===== config.mk =====
export PLATFORM = sky130hd
export DESIGN_NAME = bin2bcd_serial
export DESIGN_NICKNAME = d
export VERILOG_FILES = /design/src/rtl/bin2bcd_serial.sv
export SDC_FILE = /design/constraint.sdc
export NUM_CORES = 1
export LEC_CHECK = 0
export ABC_AREA = 1
export CAP_MARGIN = 25
export CELL_PAD_IN_SITES_DETAIL_PLACEMENT = 0
export CELL_PAD_IN_SITES_GLOBAL_PLACEMENT = 1
export CORE_MARGIN = 3
export CORE_UTILIZATION = 35
export CTS_CLUSTER_SIZE = 40
export DETAILED_ROUTE_END_ITERATION = 12
export GPL_TIMING_DRIVEN = 0
export PLACE_DENSITY = 0.81
export SYNTH_ARGS = -nofsm -noshare
export SYNTH_HDL_FRONTEND = slang
export SYNTH_SLANG_ARGS = --single-unit

===== constraint.sdc =====
create_clock -name i_clk -period 1.4 [get_ports i_clk]
set_input_delay 0.21 -clock i_clk [delete_from_list [all_inputs] [get_ports i_clk]]
set_output_delay 0.21 -clock i_clk [all_outputs]
set_load 0.03 [all_outputs]

===== src/rtl/bin2bcd_serial.sv =====
// rtl/bin2bcd_serial.sv - serial double-dabble binary to packed-BCD converter
module bin2bcd_serial #(
    parameter int          BIN_WIDTH = 20,
    parameter int          DIGITS    = 6,
    parameter int unsigned MAX_VAL   = 999999
) (
    input  logic                  i_clk,
    input  logic                  i_reset,
    input  logic                  i_start,
    input  logic [BIN_WIDTH-1:0]  i_bin,
    output logic [4*DIGITS-1:0]   o_bcd,
    output logic                  o_valid,
    output logic                  o_busy,
    output logic                  o_overflow
);

    localparam int BCD_W = 4 * DIGITS;
    localparam int CNT_W = $clog2(BIN_WIDTH + 1);

    // Packed-BCD image of MAX_VAL, used as the saturated result.
    function automatic logic [BCD_W-1:0] to_bcd(input longint unsigned v);
        logic [BCD_W-1:0] r;
        longint unsigned  t;
        r = '0;
        t = v;
        for (int k = 0; k < DIGITS; k++) begin
            r[4*k +: 4] = 4'(t % 10);
            t = t / 10;
        end
        return r;
    endfunction

    localparam logic [BCD_W-1:0] MAX_BCD = to_bcd(longint'(MAX_VAL));

    typedef enum logic [1:0] {
        S_IDLE  = 2'd0,
        S_SHIFT = 2'd1,
        S_DONE  = 2'd2
    } state_t;

    state_t                r_state;
    state_t                w_state_next;
    logic [BIN_WIDTH-1:0]  r_sh;
    logic [BCD_W-1:0]      r_acc;
    logic [CNT_W-1:0]      r_cnt;
    logic                  r_ovf;
    logic [BCD_W-1:0]      r_bcd;
    logic                  r_valid;
    logic                  r_busy;
    logic                  r_overflow;

    logic                  w_accept;
    logic                  w_last;
    logic                  w_in_ovf;
    logic [BCD_W-1:0]      w_adj;
    logic [BCD_W-1:0]      w_acc_next;

    assign w_in_ovf = 64'(i_bin) > 64'(MAX_VAL);

    // Add-3 correction on every nibble of the pre-shift accumulator, then
    // shift with the binary MSB entering at the bottom; the top bit drops.
    always_comb begin
        w_adj = r_acc;
        for (int k = 0; k < DIGITS; k++) begin
            if (r_acc[4*k +: 4] >= 4'd5) begin
                w_adj[4*k +: 4] = r_acc[4*k +: 4] + 4'd3;
            end
        end
        w_acc_next = (w_adj << 1) | {{(BCD_W-1){1'b0}}, r_sh[BIN_WIDTH-1]};
    end

    // Next-state decode and per-cycle control strobes.
    always_comb begin
        w_state_next = r_state;
        w_accept     = 1'b0;
        w_last       = 1'b0;
        case (r_state)
            S_IDLE: begin
                if (i_start) begin
                    w_accept     = 1'b1;
                    w_state_next = S_SHIFT;
                end
            end
            S_SHIFT: begin
                if (r_cnt == CNT_W'(BIN_WIDTH - 1)) begin
                    w_last       = 1'b1;
                    w_state_next = S_DONE;
                end
            end
            S_DONE: begin
                w_state_next = S_IDLE;
            end
            default: begin
                w_state_next = S_IDLE;
            end
        endcase
    end

    // State register.
    always_ff @(posedge i_clk) begin
        if (i_reset) begin
            r_state <= S_IDLE;
        end else begin
            r_state <= w_state_next;
        end
    end

    // Working registers and registered outputs.
    always_ff @(posedge i_clk) begin
        if (i_reset) begin
            r_sh       <= '0;
            r_acc      <= '0;
            r_cnt      <= '0;
            r_ovf      <= 1'b0;
            r_bcd      <= '0;
            r_valid    <= 1'b0;
            r_busy     <= 1'b0;
            r_overflow <= 1'b0;
        end else begin
            r_valid <= 1'b0;
            if (w_accept) begin
                r_sh   <= i_bin;
                r_acc  <= '0;
                r_cnt  <= '0;
                r_ovf  <= w_in_ovf;
                r_busy <= 1'b1;
            end else if (r_state == S_SHIFT) begin
                r_sh  <= r_sh << 1;
                r_acc <= w_acc_next;
                r_cnt <= r_cnt + 1'b1;
                if (w_last) begin
                    r_bcd      <= r_ovf ? MAX_BCD : w_acc_next;
                    r_overflow <= r_ovf;
                    r_valid    <= 1'b1;
                end
            end else if (r_state == S_DONE) begin
                r_busy <= 1'b0;
            end
        end
    end

    assign o_bcd      = r_bcd;
    assign o_valid    = r_valid;
    assign o_busy     = r_busy;
    assign o_overflow = r_overflow;

endmodule


==> metrics.md, run 1 <==
| Metric | Value |
|---|---|
| Finish-stage setup viols | `1` |
| Synth unique cells | `25` |
| TritonCTS Buffers | `9` |
| Sequential share of power | `0.509` |
| Most frequent CP cell | `nor2_1` |
| Max transition margin | `0.519` |
| Vias in the first global route | `around 3.3k` |
| Met2 WL | `roughly 4500 um` |
| RSZ-0062 raised after global routing | `yes` |
| Hold depth | `2` |
| Yosys reg bits | `79` |
| Worst Path Max Fanout | `8` |
| Full die area | `about 12000 um2` |
| Clock Tree Root | `clkbuf_8` |
| Post-layout power | `about 0.0047 W` |
| Worst EP arrival | `about 1700 ps` |
| Final Hold Vio Count | `0` |
| Post-Synthesis Cells | `521` |
| Placed cell areas | `4320 um2` |
| Failing checks | `setup timing` |
| CTS Sinks | `between 70 and 80` |
| Initial antenna violation count | `0` |
| Setup ws final | `-12.7 ps` |
| Worst Min Path Start | `i_reset` |
| Met1 Routed Length | `~4800 um` |
| Syn Area/Cell | `between 7 and 8 um2` |
| Top Ports | `50` |
| Worst-case hold path end point | `r_sh[4]$_SDFFE_PP0P_` |
| Detailed Route Iter0 Violations | `about 180` |
| Final Cycle Share | `1.01` |
| Kind of critical path | `register to register` |
| Synth Warn # | `0` |
| Max Clock Freq | `708 MHz` |
| Max-slew violation count | `0` |
| Core Area | `10000 um2` |
| CTS Buffer Depth | `2` |
| First-pass GRT wire length | `about 16000 um` |
| Syn_nets | `557` |
| Internal | `0.00343 W` |
| Area Overhead vs Synth | `26.6%` |
| GPL Wtd Cong | `about 0.8` |
| Min Tclk post-route | `around 1400 ps` |
| Sequential fraction of the synthesis area | `0.431` |
| FP Rows | `36` |
| # fillers | `about 1.1k` |
| Clk_lat worst skew | `between 300 and 400 ps` |
| First-pass DRT Iterations | `5` |
| Max Used Layer | `met4` |
| CTS tree | `yes` |
| CTS clk-pin slew, worst paths | `around 80 ps` |
| Comb power frac | `0.129` |
| Status | `finished, violations left` |
| Net Sw Power | `~0.0013 W` |
| Crit-path cells | `ha_4 > nand2_2 > inv_2 > nand3_4 > nor2_8 > clkinvlp_4 > nor2_1 > nor2_1` |
| VDD IR-drop max | `between 0.0005 and 0.0006 V` |
| Worst Path Buf+Inv | `2` |
| Met3 routed WL | `around 330 um` |
| Final Cell Area | `around 4600 um2` |
| Leading area contributor after synthesis | `dfxtp_1` |
| Inserted Diodes | `0` |
| DRT Wirelength | `between 9000 and 10000 um` |
| H-tree lvl count | `3` |
| Net Sw Frac | `0.271` |
| Leakage power | `2.13 nW` |
| Worst reg2reg path depth | `8` |
| Layout Skew | `~14 ps` |
| Maximum Capacitance Violations | `0` |
| Initial Utilization | `0.367` |
| Ranking of synthesized cells by area | `dfxtp_1 (43%), nand2_1 (16%), o21ai_0 (6.3%), inv_1 (6.2%), a21oi_1 (5.3%)` |
| CP top delay family | `simple AND/OR/NAND/NOR gates` |
| Critical Path Sink Type | `register` |
| GRT overflow | `0` |
| HP Class | `primary input to register` |
| Layout cell share with drive strength beyond 1 | `0.141` |
| Number of nets with antenna violations after routing | `0` |
| Residual DRC count | `0` |
| Final nets | `around 630` |
| Synthesized area | `3670 um2` |
| PortBufs | `48` |
| Cell Pwr Density | `roughly 1000 nW/um2` |
| Crit-path slowest cell | `dfxtp_2` |
| DR vias/cell | `between 4 and 5` |
| Average routed wire per standard cell | `13.3 um` |
| Crit start category | `register` |
| Via count | `~3.5k` |
| Total track usage | `0.169` |
| Largest net degree at the start of global routing | `13` |
| Worst R2R Setup Slack | `-10 ps` |
| Post-detail-place hpwl | `approximately 6700 um` |
| Least-Margin Pin Slew | `between 700 and 800 ps` |
| RR Startpoint | `r_cnt[1]$_SDFFE_PP0N_` |
| Worst r2r dst | `o_bcd[20]$_SDFFE_PP0P_` |
| Max incr delay on CP | `between 300 and 400 ps` |
| Die Wd | `around 110 um` |
| Synth top area share | `0.431` |
| Clock power frac | `0.362` |
| CP required | `between 1500 and 2000 ps` |
| Die height | `around 110 um` |
[repair_timing]
item                       4_1_cts  5_1_grt
gates cloned                     0        1
hold buffers                     0        0
setup endpoints to repair       69       58
gates resized for setup         43       45
buffers inserted                 7        1
pin swaps                        6        7
[power groups by stage]
stage	logic [W]	registers (W)	clock network, W
after floorplan	0.000377	0.00243	0
after global placement	0.000571	0.00244	0
after detailed placement	0.000575	0.00244	0
after CTS	0.000589	0.00239	0.00174
after global routing	0.000691	0.00241	0.00185
final	0.000606	0.00240	0.00171
[kinds of logic (layout without fill, tap and decap cells)]
logic type,count (synthesis),count (layout),synth area share
compound gates,110,110,0.163
simple gates,232,232,0.261
fa+ha+maj,13,13,0.0443
flops,79,79,0.431
buf+inv,85,158,0.0952
mux,1,1,0.00273
xor+xnor,1,1,0.00239
[cell usage after synthesis]
| cell type | number |
|---|---|
| nor3_1 | 6 |
| a21boi_0 | 2 |
| a21oi_2 | 5 |
| a21oi_1 | 39 |
| buf_6 | 1 |
| dfxtp_1 | 79 |
| nand4_1 | 11 |
| mux2i_1 | 1 |
| buf_4 | 3 |
| inv_1 | 61 |
| inv_2 | 3 |
| nor2_8 | 1 |
| nor2_1 | 44 |
| xnor2_1 | 1 |
| clkbuf_1 | 7 |
| buf_1 | 1 |
| nand3_1 | 12 |
| nor2_4 | 1 |
| buf_2 | 9 |
| ha_1 | 13 |
| nand3_4 | 1 |
| o31ai_1 | 1 |
| o21ai_0 | 46 |
| nand2_1 | 156 |
| a31oi_1 | 17 |
[area by class of cell]
cell class                      instances  area (um2)  area share
Multi-Input combinational cell        357        1790       0.386
Sequential cell                        79        1600       0.344
Timing Repair Buffer                   57         518       0.112
Inverter                               64         246      0.0531
Tap cell                              133         166      0.0358
Clock buffer                           12         145      0.0312
Buffer                                 21         134      0.0288
Clock inverter                          4        45.0     0.00970
[worst reg2reg max path, stage by stage (launching register included)]
cell and delay, ps:
dfxtp_2 360, ha_4 140, nand2_2 50, inv_2 70, nand3_4 110, nor2_8 160, clkinvlp_4 220, nor2_1 160
nor2_1 40
[metal layers]
metal	track usage	vias up
met3	0.0376	5
met5	0	-
met2	0.280	56
met4	0.0379	0
li1	-	1811
met1	0.227	1617
[how the worst max path moves through the flow]
stage | endpoint | slack [ps] | startpoint | cells after the start
final | o_bcd[20]$_SDFFE_PP0P_ | -10 | r_cnt[1]$_SDFFE_PP0N_ | 8
after detailed placement | r_sh[17]$_SDFFE_PP0P_ | -300 | i_start | 7
after global routing | o_bcd[20]$_SDFFE_PP0P_ | -100 | r_state[0]$_SDFFE_PP0P_ | 7
after CTS | o_bcd[4]$_SDFFE_PP0P_ | -0.9 | r_cnt[1]$_SDFFE_PP0N_ | 8
after floorplan | o_bcd[12]$_SDFFE_PP0P_ | 70 | r_cnt[0]$_SDFFE_PP0N_ | 8
after global placement | r_acc[10]$_SDFFE_PP0N_ | -270 | i_start | 7
[stage by stage]
step | worst slack (ps) | hold WS, ps | instances | utilization | setup TNS, ps
2_1_floorplan | 68.3 | 357 | 521 | - | 0
3_5_place_dp | -298 | 458 | 702 | 0.432 | -12740
5_1_grt | -97.0 | 141 | 727 | 0.465 | -718
6_report | -12.7 | 153 | 727 | 0.465 | -12.7
4_1_cts | -0.927 | 135 | 725 | 0.456 | -1.73
3_3_place_gp | -275 | 453 | 702 | 0.432 | -12390
[cells in the final DEF, fill, tap and decap left out, types with 6 or more instances in the layout]
cell	Yosys	routed
nand2_1	156	149
dfxtp_1	79	67
inv_1	61	56
o21ai_0	46	41
nor2_1	44	39
a21oi_1	39	38
dlygate4sd2_1	0	27
clkdlybuf4s50_1	0	21
a31oi_1	17	17
buf_4	3	13
nand3_1	12	11
nand4_1	11	11
ha_1	13	11
dfxtp_2	0	11
clkbuf_8	0	10
nand2_2	0	7
inv_2	3	6
buf_2	9	6
a21oi_2	5	6
nor3_1	6	6
[state kept, by name (all words and copies together), names as in the netlist]
name,flops
o_bcd,24
r_sh,20
o_busy,1
o_overflow,1
r_acc,24
r_state,2
o_valid,1
r_cnt,5
r_ovf,1
No activity file was read; power rests on OpenSTA's default activity.
==> run 2, diff against run 1 <==
--- a/config.mk
+++ b/config.mk
@@ -13,7 +13,9 @@
 export CORE_UTILIZATION = 35
 export CTS_CLUSTER_SIZE = 40
 export DETAILED_ROUTE_END_ITERATION = 12
+export GPL_ROUTABILITY_DRIVEN = 1
 export GPL_TIMING_DRIVEN = 0
+export HOLD_SLACK_MARGIN = 0.05
 export PLACE_DENSITY = 0.81
 export SYNTH_ARGS = -nofsm -noshare
 export SYNTH_HDL_FRONTEND = slang
==> results of run 2 <==
Same layout as run 1: the final DEF is identical, and so are final timing and power.
